**src/rtl/gray_pkg.sv**
```systemverilog
// gray_pkg -- shared constants and Gray/binary conversion helpers for the
// asynchronous-FIFO pointer controllers.
//
// Contents:
//   MODE_WR / MODE_RD : pointer-side selector (write side -> full flag,
//                       read side -> empty flag)
//   gptr_t            : widest pointer the helpers handle (PTR_MAX_W bits)
//   bin2gray/gray2bin : width-generic conversions. Callers zero-extend into
//                       gptr_t and slice the low bits back out.
package gray_pkg;

  localparam int MODE_WR   = 0;
  localparam int MODE_RD   = 1;
  localparam int PTR_MAX_W = 32;

  typedef logic [PTR_MAX_W-1:0] gptr_t;

  function automatic gptr_t bin2gray(input gptr_t b);
    return b ^ (b >> 1);
  endfunction

  // Each binary bit is the XOR of all Gray bits at or above it. The XOR of
  // successively shifted copies builds that prefix parity for every bit at
  // once.
  function automatic gptr_t gray2bin(input gptr_t g);
    gptr_t b;
    b = g;
    for (int i = 1; i < PTR_MAX_W; i++) b = b ^ (g >> i);
    return b;
  endfunction

endpackage

```
**src/rtl/gray_ptr_ctl_if.sv**
```systemverilog
// gray_ptr_ctl_if -- pointer-side bus of one async-FIFO pointer controller.
//
// Signals:
//   inc         : advance request from the FIFO side logic
//   remote_gray : Gray pointer from the opposite clock domain (async)
//   ptr_gray    : registered local Gray pointer, to the opposite domain
//   addr        : registered local binary pointer, low ADDR_W bits (RAM)
//   flag        : full (write side) or empty (read side)
//   err         : sticky overflow/underflow indication
//   level       : occupancy, only with GRAY_PTR_LEVEL_EN defined
//
// Modports: master = FIFO side logic / bench, slave = gray_ptr_ctl.
// Optional feature macro: GRAY_PTR_LEVEL_EN.
interface gray_ptr_ctl_if #(
  parameter int ADDR_W = 4
);
  logic              inc;
  logic [ADDR_W:0]   remote_gray;
  logic [ADDR_W:0]   ptr_gray;
  logic [ADDR_W-1:0] addr;
  logic              flag;
  logic              err;
`ifdef GRAY_PTR_LEVEL_EN
  logic [ADDR_W:0]   level;
`endif

  modport master (
    output inc, remote_gray,
`ifdef GRAY_PTR_LEVEL_EN
    input  level,
`endif
    input  ptr_gray, addr, flag, err
  );

  modport slave (
    input  inc, remote_gray,
`ifdef GRAY_PTR_LEVEL_EN
    output level,
`endif
    output ptr_gray, addr, flag, err
  );

endinterface

```
**src/rtl/sync_ff.sv**
```systemverilog
// sync_ff -- multi-flop synchroniser for a Gray-coded bus.
//
// Ports:
//   clk   : destination clock
//   n_rst : asynchronous active-low reset, clears every stage
//   d     : asynchronous input, fed straight into the first flop
//   q     : output of the last stage
//
// Parameters: WIDTH (bus width), STAGES (flop depth, >= 2).
// Only safe for buses that change at most one bit per source clock.
module sync_ff #(
  parameter int WIDTH  = 1,
  parameter int STAGES = 2
) (
  input  logic             clk,
  input  logic             n_rst,
  input  logic [WIDTH-1:0] d,
  output logic [WIDTH-1:0] q
);

  logic [STAGES-1:0][WIDTH-1:0] stg;

  always_ff @(posedge clk or negedge n_rst) begin
    if (!n_rst) begin
      stg <= '0;
    end else begin
      stg[0] <= d;
      for (int i = 1; i < STAGES; i++) stg[i] <= stg[i-1];
    end
  end

  assign q = stg[STAGES-1];

endmodule

```
**src/rtl/gray_ptr_ctl.sv**
```systemverilog
// gray_ptr_ctl -- one side (write or read) of an asynchronous FIFO pointer
// pair. Keeps a binary pointer plus its Gray image, synchronises the
// opposite side's Gray pointer and derives full/empty from it.
//
// Ports:
//   clk   : local clock, all state on the rising edge
//   n_rst : asynchronous active-low reset
//   bus   : gray_ptr_ctl_if.slave (inc, remote_gray in; ptr_gray, addr,
//           flag, err and optional level out)
//
// Parameters:
//   ADDR_W      : FIFO address width, depth = 2**ADDR_W (>= 2)
//   MODE        : MODE_WR (flag = full) or MODE_RD (flag = empty)
//   SYNC_STAGES : remote-pointer synchroniser depth (>= 2)
//
// Optional feature macro: GRAY_PTR_LEVEL_EN adds the registered occupancy
// output and the Gray-to-binary conversion it needs.
module gray_ptr_ctl
  import gray_pkg::*;
#(
  parameter int ADDR_W      = 4,
  parameter int MODE        = MODE_WR,
  parameter int SYNC_STAGES = 2
) (
  input  logic             clk,
  input  logic             n_rst,
  gray_ptr_ctl_if.slave    bus
);

  logic [ADDR_W:0] bin;
  logic [ADDR_W:0] gray_q;
  logic [ADDR_W:0] bin_next;
  logic [ADDR_W:0] gray_next;
  logic [ADDR_W:0] rsync;
  logic [ADDR_W:0] full_cmp;
  logic            flag_q;
  logic            flag_next;
  logic            err_q;
  logic            inc_eff;
  gptr_t           gray_wide;

  // Remote pointer goes into the synchroniser untouched: any logic ahead of
  // the first flop could turn a single-bit Gray change into a multi-bit one.
  sync_ff #(
    .WIDTH  (ADDR_W + 1),
    .STAGES (SYNC_STAGES)
  ) u_sync (
    .clk   (clk),
    .n_rst (n_rst),
    .d     (bus.remote_gray),
    .q     (rsync)
  );

  // A request while the flag is up is dropped, so the pointer can never
  // overrun the opposite side.
  assign inc_eff  = bus.inc & ~flag_q;
  assign bin_next = bin + {{ADDR_W{1'b0}}, inc_eff};

  assign gray_wide = bin2gray(gptr_t'(bin_next));
  assign gray_next = gray_wide[ADDR_W:0];

  // Full: local is exactly one lap ahead of remote. In Gray code that means
  // the top two bits are inverted and the rest are equal.
  assign full_cmp  = {~rsync[ADDR_W:ADDR_W-1], rsync[ADDR_W-2:0]};

  // Flags are computed from the next pointer so they are registered in the
  // same edge that moves the pointer and never lag it by a cycle.
  assign flag_next = (MODE == MODE_WR) ? (gray_next == full_cmp)
                                       : (gray_next == rsync);

  always_ff @(posedge clk or negedge n_rst) begin
    if (!n_rst) begin
      bin    <= '0;
      gray_q <= '0;
      flag_q <= (MODE == MODE_RD);  // read side starts empty
      err_q  <= 1'b0;
    end else begin
      bin    <= bin_next;
      gray_q <= gray_next;
      flag_q <= flag_next;
      err_q  <= err_q | (bus.inc & flag_q);
    end
  end

  assign bus.ptr_gray = gray_q;
  assign bus.addr     = bin[ADDR_W-1:0];
  assign bus.flag     = flag_q;
  assign bus.err      = err_q;

`ifdef GRAY_PTR_LEVEL_EN
  gptr_t           rbin_wide;
  logic [ADDR_W:0] rbin;
  logic [ADDR_W:0] level_q;
  logic            unused_hi;

  assign rbin_wide = gray2bin(gptr_t'(rsync));
  assign rbin      = rbin_wide[ADDR_W:0];

  // Modulo-2**(ADDR_W+1) difference; the extra wrap bit keeps a completely
  // full FIFO (difference = depth) distinct from an empty one.
  always_ff @(posedge clk or negedge n_rst) begin
    if (!n_rst)
      level_q <= '0;
    else if (MODE == MODE_WR)
      level_q <= bin_next - rbin;
    else
      level_q <= rbin - bin_next;
  end

  assign bus.level = level_q;
  assign unused_hi = ^{gray_wide[PTR_MAX_W-1:ADDR_W+1],
                       rbin_wide[PTR_MAX_W-1:ADDR_W+1]};
`else
  logic unused_hi;
  assign unused_hi = ^gray_wide[PTR_MAX_W-1:ADDR_W+1];
`endif

endmodule

```
**src/flat_wrapper.sv**
```systemverilog
// flat-port wrapper written by rule: the top's interface ports become plain ports
module gray_ptr_ctl_flat import gray_pkg::*;
#(
  parameter int ADDR_W      = 4,
  parameter int MODE        = MODE_WR,
  parameter int SYNC_STAGES = 2
)
  (clk, n_rst, bus_inc, bus_remote_gray, bus_ptr_gray, bus_addr, bus_flag, bus_err);
  gray_ptr_ctl_if #(.ADDR_W(ADDR_W)) bus_i ();
  input  logic clk;
  input  logic n_rst;
  input wire logic [$bits(bus_i.inc)-1:0] bus_inc;
  input wire logic [$bits(bus_i.remote_gray)-1:0] bus_remote_gray;
  output wire logic [$bits(bus_i.ptr_gray)-1:0] bus_ptr_gray;
  output wire logic [$bits(bus_i.addr)-1:0] bus_addr;
  output wire logic [$bits(bus_i.flag)-1:0] bus_flag;
  output wire logic [$bits(bus_i.err)-1:0] bus_err;
  assign bus_i.inc = bus_inc;
  assign bus_i.remote_gray = bus_remote_gray;
  assign bus_ptr_gray = bus_i.ptr_gray;
  assign bus_addr = bus_i.addr;
  assign bus_flag = bus_i.flag;
  assign bus_err = bus_i.err;
  gray_ptr_ctl #(.ADDR_W(ADDR_W), .MODE(MODE), .SYNC_STAGES(SYNC_STAGES)) u_core (.clk(clk), .n_rst(n_rst), .bus(bus_i));
endmodule
```
**config.mk**
```make
export PLATFORM = sky130hd
export DESIGN_NAME = gray_ptr_ctl_flat
export DESIGN_NICKNAME = d
export VERILOG_FILES = /design/src/rtl/gray_pkg.sv /design/src/rtl/gray_ptr_ctl_if.sv /design/src/rtl/sync_ff.sv /design/src/rtl/gray_ptr_ctl.sv /design/src/flat_wrapper.sv
export SDC_FILE = /design/constraint.sdc
export NUM_CORES = 1
export LEC_CHECK = 0
export ABC_AREA = 1
export BUFFER_PORTS_ARGS = -buffer_cell sky130_fd_sc_hd__buf_2
export CORE_ASPECT_RATIO = 0.9
export CORE_UTILIZATION = 35
export CTS_BUF_LIST = sky130_fd_sc_hd__clkbuf_4
export DETAILED_ROUTE_END_ITERATION = 6
export GPL_TIMING_DRIVEN = 0
export PLACE_DENSITY = 0.54
export SYNTH_ARGS = -nofsm -noshare
export SYNTH_HDL_FRONTEND = slang
export SYNTH_SLANG_ARGS = --single-unit
```
**constraint.sdc**
```tcl
create_clock -name clk -period 1.8 [get_ports clk]
set_input_delay 0.09 -clock clk [delete_from_list [all_inputs] [get_ports clk]]
set_output_delay 0.09 -clock clk [all_outputs]
set_load 0.02 [all_outputs]
```
==> impl_table.tex <==
\begin{tabular}{lr}
\hline
Metric & Value \\
\hline
\multicolumn{2}{l}{\textbf{Pwr}} \\
\quad Leakage & $\sim$0.58 nW \\
\quad Power per cell area & 1790 nW/um\^{}2 \\
\quad Peak supply drop & 0.991 mV \\
\multicolumn{2}{l}{\textbf{Cells and area}} \\
\quad Register Area & 526 um\^{}2 \\
\quad Final instance area & between 1000 and 1500 um\^{}2 \\
\quad Number of diodes & 0 \\
\quad Fraction of final layout cells sized beyond drive strength 1 & 0.287 \\
\quad Syn-to-layout area delta & 29.1\% \\
\quad Area occupied by multi-input gates & 302 um\^{}2 \\
\quad Count of nets after finishing & around 130 \\
\quad Final-layout fill cell count & 217 \\
\multicolumn{2}{l}{\textbf{Logic synthesis}} \\
\quad Leading post-synthesis cells by instance count & sky130\_fd\_sc\_hd\_\_nand2\_1, sky130\_fd\_sc\_hd\_\_dfrtp\_1, sky130\_fd\_sc\_hd\_\_inv\_1 \\
\quad Synth cell types & 17 \\
\quad Post-synth ARST share & 1.00 \\
\quad FF+latch count, synth & 21 \\
\quad Post-Syn Area & 855 um\^{}2 \\
\quad Cell type contributing the most total cell area after synthesis & sky130\_fd\_sc\_hd\_\_dfrtp\_1 \\
\quad Yosys warnings & 0 \\
\quad Number of standard cells after synthesis & 85 \\
\quad Dominant synthesized flop cell & sky130\_fd\_sc\_hd\_\_dfrtp\_1 \\
\quad Part of the Yosys area used for sequential elements & 0.615 \\
\quad Area share of the largest cell type after synthesis & 0.615 \\
\quad Number of flops mapped to enable cells by yosys & 0 \\
\quad Top-count cell post-synth & sky130\_fd\_sc\_hd\_\_nand2\_1 \\
\quad Mean Syn Cell Area & 10.1 um\^{}2 \\
\quad Biggest area contributors in the synthesized netlist & sky130\_fd\_sc\_hd\_\_dfrtp\_1, sky130\_fd\_sc\_hd\_\_nand2\_1, sky130\_fd\_sc\_hd\_\_inv\_1 \\
\quad Total nets after synthesis & 95 \\
\multicolumn{2}{l}{\textbf{Critical path}} \\
\quad Worst setup slack for register-to-register paths & 0.16 ns \\
\quad Cell count of the worst reg-to-reg path & 11 \\
\quad Critical-path maximum fanout & 5 \\
\quad FF-to-FF Start & u\_core.bus.flag\$\_DFF\_PN0\_ \\
\quad End of the worst register-to-register path & u\_core.bus.flag\$\_DFF\_PN0\_ \\
\quad Data required time at the worst endpoint & 2.03 ns \\
\quad Critical setup path kind & reg -> reg \\
\quad Startpoint type of the worst setup path & flop \\
\quad Element type at the critical path end & flop \\
\quad CP Data Arrival Time & around 1.9 ns \\
\multicolumn{2}{l}{\textbf{Timing}} \\
\quad Final worst slack & 0.161 ns \\
\quad Period Utilization, post-route & 0.911 \\
\quad Worst hold slack & roughly 0.26 ns \\
\quad Setup skew after layout & 0.00683 ns \\
\quad Slew at the pin with the worst max-slew slack & 0.453 ns \\
\quad Max Slew Vio Count & 0 \\
\quad Relative slew margins & 0.698 \\
\quad Post-route minimum period & roughly 1.6 ns \\
\quad RSZ-0062 raised after global routing & no \\
\quad Maximum achievable frequency & 610 MHz \\
\quad TNS Setup & 0 ns \\
\quad Number of hold violations in the final report & 0 \\
\quad Number of endpoints failing setup at the final stage & 0 \\
\multicolumn{2}{l}{\textbf{Placed design}} \\
\quad IO buf count & 18 \\
\quad HPWL after DPL & 1.02 mm \\
\quad Final GP Congestion & 0.731 \\
\quad Instance area after placement & just under 1000 um\^{}2 \\
\quad Post-Place Worst Slack & between 0.04 and 0.05 ns \\
\multicolumn{2}{l}{\textbf{GRT}} \\
\quad All-Layer GR Usage & 0.121 \\
\quad Maximum number of pins on one net before global-route repair & 22 \\
\quad Total congestion overflow & 0 \\
\quad First-pass GRT wire length & 2.21 mm \\
\quad Initial antenna violation count & 0 \\
\quad Number of global-route vias before repair & around 570 \\
\multicolumn{2}{l}{\textbf{Floorplan}} \\
\quad Area inside the core boundary & 2240 um\^{}2 \\
\quad Width of the chip & 54.1 um \\
\quad DIE HEIGHT & roughly 50 um \\
\quad Starting Density & 0.381 \\
\quad Die Outline Area & 2640 um\^{}2 \\
\quad Core Rows & 16 \\
\quad I/O pin count & 19 \\
\multicolumn{2}{l}{\textbf{CTS}} \\
\quad CTS root buffer & sky130\_fd\_sc\_hd\_\_clkbuf\_4 \\
\quad Clk Latency, worst-skew pair & between 0.2 and 0.3 ns \\
\quad Clock buffer count from CTS & 3 \\
\quad TritonCTS clock tree & built \\
\quad Number of sinks on the clock net & 21 \\
\quad H-tree lvl count & 1 \\
\quad Clock-pin slew on the worst setup and hold paths & 0.11 ns \\
\quad Deepest clock path buffer count & 2 \\
\multicolumn{2}{l}{\textbf{Drt}} \\
\quad Avg Vias per Cell & 4.56 \\
\quad DRT antenna net count & 0 \\
\quad DRT Wirelength & 1.48 mm \\
\quad Iteration-0 DRC Markers & 11 \\
\quad Final routed wire length divided by cell count & 10.4 um \\
\quad Vias after detailed routing & 647 \\
\quad Residual DRC count & 0 \\
\quad First-pass detailed-route iteration total & 4 \\
\multicolumn{2}{l}{\textbf{Flow run}} \\
\quad Number of violations of the max-capacitance limit & 0 \\
\multicolumn{2}{l}{\textbf{Run status}} \\
\quad Status & completed \\
\multicolumn{2}{l}{\textbf{Worst hold path}} \\
\quad Type of the most critical hold path & in -> async \\
\hline
\end{tabular}
worst max-delay path, stage by stage (launching register included):
cell                      delay (ns)
sky130_fd_sc_hd__dfrtp_1        0.40
sky130_fd_sc_hd__nor2_1         0.13
sky130_fd_sc_hd__ha_2           0.23
sky130_fd_sc_hd__ha_4           0.17
sky130_fd_sc_hd__nand3_1        0.11
sky130_fd_sc_hd__nand2_1        0.09
sky130_fd_sc_hd__nand2_2        0.09
sky130_fd_sc_hd__nand2_1        0.09
sky130_fd_sc_hd__nand3_1        0.07
sky130_fd_sc_hd__nand2_1        0.06
sky130_fd_sc_hd__nand2_1        0.05
sky130_fd_sc_hd__nor2_1         0.08
logic make-up after synthesis:
logic type	after synthesis	synth area share
xor+xnor	4	0.0498
simple gates	47	0.245
buf+inv	10	0.0527
compound gates	1	0.00879
fa+ha+maj	2	0.0293
flops	21	0.615
through the flow:
step,power [mW],utilization,cells
2_1_floorplan,1.44,-,85
3_3_place_gp,1.65,0.436,130
3_5_place_dp,1.68,0.436,130
4_1_cts,1.94,0.481,141
5_1_grt,2.14,0.492,142
6_report,1.97,0.492,142
power breakdown:
| part | switching, mW | internal, mW | total, mW |
|---|---|---|---|
| Clock | 0.124 | 0.101 | 0.225 |
| Combinational | 0.638 | 0.419 | 1.06 |
| Sequential | 0.0831 | 0.607 | 0.690 |
placed cells by master, fill, tap and decap left out:
cell,synthesis,final
sky130_fd_sc_hd__buf_4,0,1
sky130_fd_sc_hd__nand2_2,1,2
sky130_fd_sc_hd__xnor2_1,2,2
sky130_fd_sc_hd__clkbuf_4,0,4
sky130_fd_sc_hd__nor2_1,3,3
sky130_fd_sc_hd__buf_2,0,18
sky130_fd_sc_hd__nand2_4,1,1
sky130_fd_sc_hd__dlygate4sd3_1,0,7
sky130_fd_sc_hd__nand4_1,4,4
sky130_fd_sc_hd__inv_2,2,2
sky130_fd_sc_hd__nor2_2,1,1
sky130_fd_sc_hd__nand3_1,5,5
sky130_fd_sc_hd__ha_4,0,1
sky130_fd_sc_hd__xor2_1,1,1
sky130_fd_sc_hd__dfrtp_1,21,21
sky130_fd_sc_hd__nand3b_1,1,1
sky130_fd_sc_hd__buf_6,1,1
sky130_fd_sc_hd__inv_1,7,7
sky130_fd_sc_hd__ha_2,0,1
sky130_fd_sc_hd__a21o_1,1,1
sky130_fd_sc_hd__nand2_1,31,30
sky130_fd_sc_hd__xor2_2,1,1
sequential cells by signal (all words and copies together), names as in the netlist:
name and flops:
u_core.bin 5, u_core.u_sync.q 5, u_core.u_sync.stg 5, u_core.bus.ptr_gray 4
u_core.bus.err 1, u_core.bus.flag 1
final cells by class:
cell class                      instances  area share
Buffer                                  1      0.0102
Clock buffer                            4      0.0272
Inverter                                9      0.0306
Multi-Input combinational cell         54       0.273
Sequential cell                        21       0.476
Tap cell                               27      0.0306
Timing Repair Buffer                   26       0.152
how the worst max path moves through the flow:
stage | slack, ns | cells after the start | start | to
after CTS | 0.02 | 11 | u_core.bus.flag$_DFF_PN0_ | u_core.bus.flag$_DFF_PN0_
after global routing | 0.03 | 11 | u_core.bus.flag$_DFF_PN0_ | u_core.bus.flag$_DFF_PN0_
after global placement | 0.09 | 10 | u_core.bus.flag$_DFF_PN0_ | u_core.bus.flag$_DFF_PN0_
after detailed placement | 0.05 | 11 | u_core.bus.flag$_DFF_PN0_ | u_core.bus.flag$_DFF_PN0_
final | 0.16 | 11 | u_core.bus.flag$_DFF_PN0_ | u_core.bus.flag$_DFF_PN0_
after floorplan | 0.08 | 10 | u_core.bus.flag$_DFF_PN0_ | u_core.bus.flag$_DFF_PN0_
timing repair:
action / 4_1_cts / 5_1_grt
resized for setup: 0 / 4
hold buffers: 7 / 0
endpoints found under the hold margin: 27 / 0
setup buffers: 0 / 1
endpoints found under the setup margin: 0 / 1
metal layers:
metal,track usage,share of wire
met1,0.136,0.41
met5,0,0
met3,0.0187,0.031
met2,0.204,0.55
met4,0.0769,0.0095
(Power assumes the default switching activity.)
